File: src/rtl/mul_arb_pkg.sv
// Shared widths and state encoding for the two-requester multiplier arbiter.
package mul_arb_pkg;
  localparam int X_W   = 8;
  localparam int Y_W   = 4;
  localparam int P_W   = 12;
  localparam int N_REQ = 2;

  typedef enum logic {
    EMPTY = 1'b0,
    FULL  = 1'b1
  } state_t;
endpackage

File: src/rtl/CSAM2C.sv
// Combinational two's-complement array multiplier (Baugh-Wooley partial products).
module CSAM2C
  import mul_arb_pkg::*;
#(
  parameter int DATA_W = X_W,
  parameter int COEF_W = Y_W
) (
  output logic signed [DATA_W+COEF_W-1:0] product,
  input  logic signed [DATA_W-1:0]        X,
  input  logic signed [COEF_W-1:0]        Y
);
  localparam int PW = DATA_W + COEF_W;
  localparam logic [PW-1:0] ONE = 1;
  // Correction constant replacing the negative-weight sign rows
  localparam logic [PW-1:0] BW_CORR = (ONE << (PW - 1)) + (ONE << (DATA_W - 1)) + (ONE << (COEF_W - 1));

  logic [PW-1:0] acc;
  logic [PW-1:0] row;

  always_comb begin
    acc = BW_CORR;
    row = '0;
    for (int i = 0; i < COEF_W; i++) begin
      row = '0;
      for (int j = 0; j < DATA_W; j++) begin
        row[j] = (X[j] & Y[i]) ^ ((j == DATA_W - 1) != (i == COEF_W - 1));
      end
      acc = acc + (row << i);
    end
    product = acc;
  end
endmodule

File: src/rtl/mul_arbiter.sv
// Round-robin arbiter sharing one CSAM2C multiplier between two requesters.
// Optional per-requester grant counters when MUL_ARB_STATS_EN is defined.
module mul_arbiter
  import mul_arb_pkg::*;
(
  input  logic                           clk,
  input  logic                           reset,
  input  logic [N_REQ-1:0]               req_valid,
  input  logic [N_REQ-1:0][X_W-1:0]      req_x,
  input  logic [N_REQ-1:0][Y_W-1:0]      req_y,
  output logic [N_REQ-1:0]               req_ready,
  output logic                           res_valid,
  input  logic                           res_ready,
  output logic signed [P_W-1:0]          res_prod,
  output logic                           res_id
`ifdef MUL_ARB_STATS_EN
  ,
  output logic [15:0]                    grant_cnt0,
  output logic [15:0]                    grant_cnt1
`endif
);
  state_t                 state;
  logic                   last_p0;
  logic                   slot_free;
  logic                   xfer;
  logic                   sel;
  logic signed [X_W-1:0]  x_p0;
  logic signed [Y_W-1:0]  y_p0;
  logic signed [P_W-1:0]  prod_p0;

  // Grant stage: slot frees when empty or being drained this cycle
  always_comb begin
    req_ready = '0;
    slot_free = (state == EMPTY) || res_ready;
    if (!reset && slot_free) begin
      case (req_valid)
        2'b01:   req_ready = 2'b01;
        2'b10:   req_ready = 2'b10;
        2'b11:   req_ready = last_p0 ? 2'b01 : 2'b10;
        default: req_ready = 2'b00;
      endcase
    end
  end

  assign xfer = |req_ready;
  assign sel  = req_ready[1];
  assign x_p0 = req_x[sel];
  assign y_p0 = req_y[sel];

  CSAM2C #(
    .DATA_W(X_W),
    .COEF_W(Y_W)
  ) u_mul (
    .product(prod_p0),
    .X      (x_p0),
    .Y      (y_p0)
  );

  // Result register stage
  always_ff @(posedge clk or posedge reset) begin
    if (reset) begin
      state    <= EMPTY;
      res_prod <= '0;
      res_id   <= 1'b0;
      last_p0  <= 1'b1;
`ifdef MUL_ARB_STATS_EN
      grant_cnt0 <= '0;
      grant_cnt1 <= '0;
`endif
    end else if (xfer) begin
      state    <= FULL;
      res_prod <= prod_p0;
      res_id   <= sel;
      last_p0  <= sel;
`ifdef MUL_ARB_STATS_EN
      if (sel) grant_cnt1 <= grant_cnt1 + 16'd1;
      else     grant_cnt0 <= grant_cnt0 + 16'd1;
`endif
    end else if (res_ready) begin
      state <= EMPTY;
    end
  end

  assign res_valid = (state == FULL);
endmodule
File: config.mk
export PLATFORM = sky130hd
export DESIGN_NAME = mul_arbiter
export DESIGN_NICKNAME = d
export VERILOG_FILES = /design/src/rtl/mul_arb_pkg.sv /design/src/rtl/CSAM2C.sv /design/src/rtl/mul_arbiter.sv
export SDC_FILE = /design/constraint.sdc
export NUM_CORES = 1
export LEC_CHECK = 0
export CORE_ASPECT_RATIO = 0.8
export CORE_UTILIZATION = 49
export DETAILED_ROUTE_END_ITERATION = 6
export HOLD_SLACK_MARGIN = 0.08
export PLACE_DENSITY = 0.87
export SLEW_MARGIN = 20
export SYNTH_ARGS = -nofsm -noshare
export SYNTH_HDL_FRONTEND = slang
export SYNTH_SLANG_ARGS = --single-unit
File: constraint.sdc
create_clock -name clk -period 6 [get_ports clk]
set_clock_uncertainty 0.1 [all_clocks]
set_input_delay 0.6 -clock clk [delete_from_list [all_inputs] [get_ports clk]]
set_output_delay 0.6 -clock clk [all_outputs]
set_load 0.01 [all_outputs]
==> impl_metrics.toml <==
[global_route]
grt_max_degree = 21
grt_usage_pct = 21.0
grt_pass1_vias = 1421
antenna_found_initial = 0
overflow = 0
grt_pass1_wl_mm = 5.77

[synthesis]
yosys-top-cells-count = "27 x inv_1, 25 x nor2_1, 19 x ha_1, 18 x nand2_1"
synth.top_cell.area_share_pct = 20.6
synth_edf_count = 0
yosys_warnings = 0
postSynthCellCount = 191
yosysMostFrequentCell = "inv_1"
ys_ff_latch = 15
ys_seq_area_share_pct = 22.2
synthArstFlopShare_pct = 100
synthFlopType = "dfrtp_1"
synth_largest_area_cell = "dfrtp_1"
synth_cell_types = 36
synth_area_mm2 = 0.00170
synth_nets = 253
synthTopCellsByArea = "dfrtp_1 21%, fa_1 17%, ha_1 14%"
avgSynthCellArea_um2 = 8.88

[worst_setup_path]
cp_slowest_cell = "mux2i_1"
path_cells = "clkdlybuf4s50_1 -> nor2b_4 -> nor2_2 -> and3_1 -> buf_4 -> mux2i_1 -> nor2_1 -> fa_1 -> inv_1 -> fa_1 -> fa_1 -> inv_1 -> ha_1 -> inv_1 -> fa_1 -> nor2b_1 -> o31a_1 -> o21ai_0 -> o311ai_0"
rr_worst_depth = 18
critPathMaxFanout = 16
cpMostUsedCell = "fa_1"
worstPathArrival_ns = 5.25
crit_required_ns = 6.02
setup.worst_path.class = "input pin to flip-flop"
crit_path_start_kind = "input pin"
timing.rr.start = "res_valid"
slowest_delay_ns = 0.53
crit_start = "res_ready"
worstSetupEndpointType = "flip-flop"
r2r-end = "res_prod[10]"
r2r_slack_ns = 1.19

[placed_design]
port_buffers = 44
post-place-ws_ns = 0.505
hpwl_mm = 2.79
gp_congestion = 0.850

[drt]
ant_nets = 0
drcViolationCount = 0
wl_per_cell_um = 12.0
avgViaCountPerCell = 5.15
dr.pass1.iters = 4
first_iter_violations = 58
wirelength_mm = 3.31
dr_total_vias = 1417

[clock_network]
cts-root-buf = "clkbuf_8"
cts_buffer_depth = 2
postCtsSetupBuffers = 0
insertion_delay_ns = 0.24
cts_resized = 0
clk_pin_slew_worst_paths_ns = 0.06
cts_tree = "done"
cts_max_level = 1
clkSinkCount = 15
cts_made_buffers = 3
ctsHoldBuffers = 0

[cells_and_area]
fillers = 257
drive_gt1_share_pct = 5.53
nets = 298
antenna_cells = 0
area_growth_pct = 29.4

[timing]
worst_pin_slew_ns = 0.640
hold_viol = 0
relSlewSlack_pct = 57.2
postLayoutSetupSlackWorst_ns = 0.771
final_max_slew_viol_count = 0
max_freq_mhz = 191
min_period_over_period_pct = 87.1
rsz0062_at_grt = "no"
setup_tns_ns = 0
fin_crit_ns = 5.23
setup_violations = 0

[run_status]
status = "completed"

[min_path]
min_to = "res_prod[8]"
hold_path_startpoint = "res_prod[8]"
worstHoldPathCells = 1
holdCritPathClass = "flip-flop to flip-flop"

[floorplanning]
io_pins = 45
die_w_um = 67.8
dieArea_mm2 = 0.00370
core_mm2 = 0.00320
row_count = 18
initial_core_util_pct = 53.1
fp.dieH_um = 54.6

[power]
max-vdd-ir-drop_uv = 246
power.density_mw_per_mm2 = 318
leakage_uw = 0.00103
power_uw = 698

[flow_run]
cap_violations = 0
[cells by family after synthesis]
| kind of cell | after synthesis | share of synthesized area, % |
|---|---|---|
| AOI/OAI and AO/OA | 27 | 9.81 |
| xor gates and xnor gates | 3 | 1.55 |
| adders and majority gates | 33 | 30.5 |
| buffers and inverters | 32 | 8.63 |
| DFF | 15 | 22.2 |
| muxes | 12 | 7.74 |
| and+or+nand+nor | 69 | 19.5 |
[final cells by class]
cell class	count	area, µm²	area share, %
Multi-Input combinational cell	144	1170	53.4
Inverter	27	101	4.62
Timing Repair Buffer	45	448	20.4
Tap cell	40	50.0	2.28
Sequential cell	15	377	17.2
Clock inverter	1	5.00	0.228
Clock buffer	3	41.3	1.88
[report_power, final]
| group | switching (µW) | internal (µW) | leakage, µW |
|---|---|---|---|
| registers | 20.5 | 141 | 0.000181 |
| logic | 228 | 228 | 0.000821 |
| clock network | 35.1 | 45.9 | 0.0000255 |
[metrics by stage]
stage	area [µm²]	utilization (%)	instances	hold slack [ns]
finish	2200	68.7	275	0.381
global route	2200	68.7	275	0.428
CTS	2200	68.7	275	0.384
detailed placement	2150	67.2	271	0.370
global placement	2150	67.2	271	0.364
floorplan	1700	-	191	0.398
[state kept, by name, summed over array words and instances (netlist names)]
signal / flops
last_p0: 1
res_prod: 12
res_id: 1
res_valid: 1
[worst max-delay path: cells and delay by family]
| kind | cells | cell delay, ns |
|---|---|---|
| fa+ha+maj | 5 | 1.90 |
| buf+inv | 5 | 0.99 |
| simple gates | 5 | 0.64 |
| compound gates | 3 | 0.59 |
| mux | 1 | 0.53 |
[metal layers]
| layer | vias up | global-route usage [%] | share of wire, % |
|---|---|---|---|
| met5 | - | 0 | 0 |
| li1 | 712 | - | - |
| met1 | 673 | 27.0 | 46 |
| met2 | 32 | 36.8 | 47 |
| met4 | 0 | 3.82 | 0 |
| met3 | 0 | 4.58 | 6.9 |
[worst max-delay path by stage]
stage	cells after the start	to
global placement	19	res_prod[10]
CTS	19	res_prod[10]
finish	19	res_prod[10]
floorplan	19	res_prod[10]
global route	19	res_prod[10]
detailed placement	19	res_prod[10]
[placed cells by master, fill, tap and decap left out, drive strengths merged]
cell type and count:
dfstp 1, ha 19, clkbuf 3, or2 10, o31a 1, inv 27
nand3b 1, mux2i 12, nor2b 2, nor2 26, o21ai 12, o21a 1
or2b 1, nor3b 1, buf 1, nor3 3, o21bai 2, clkinv 1
nand2b 1, xor2 3, a21oi 3, clkdlybuf4s50 44, o311ai 1, a21o 3
nand2 18, a211oi 3, nand3 2, nand4b 1, dfrtp 14, and3 3
a31oi 1, fa 14
(Power assumes the default switching activity.)
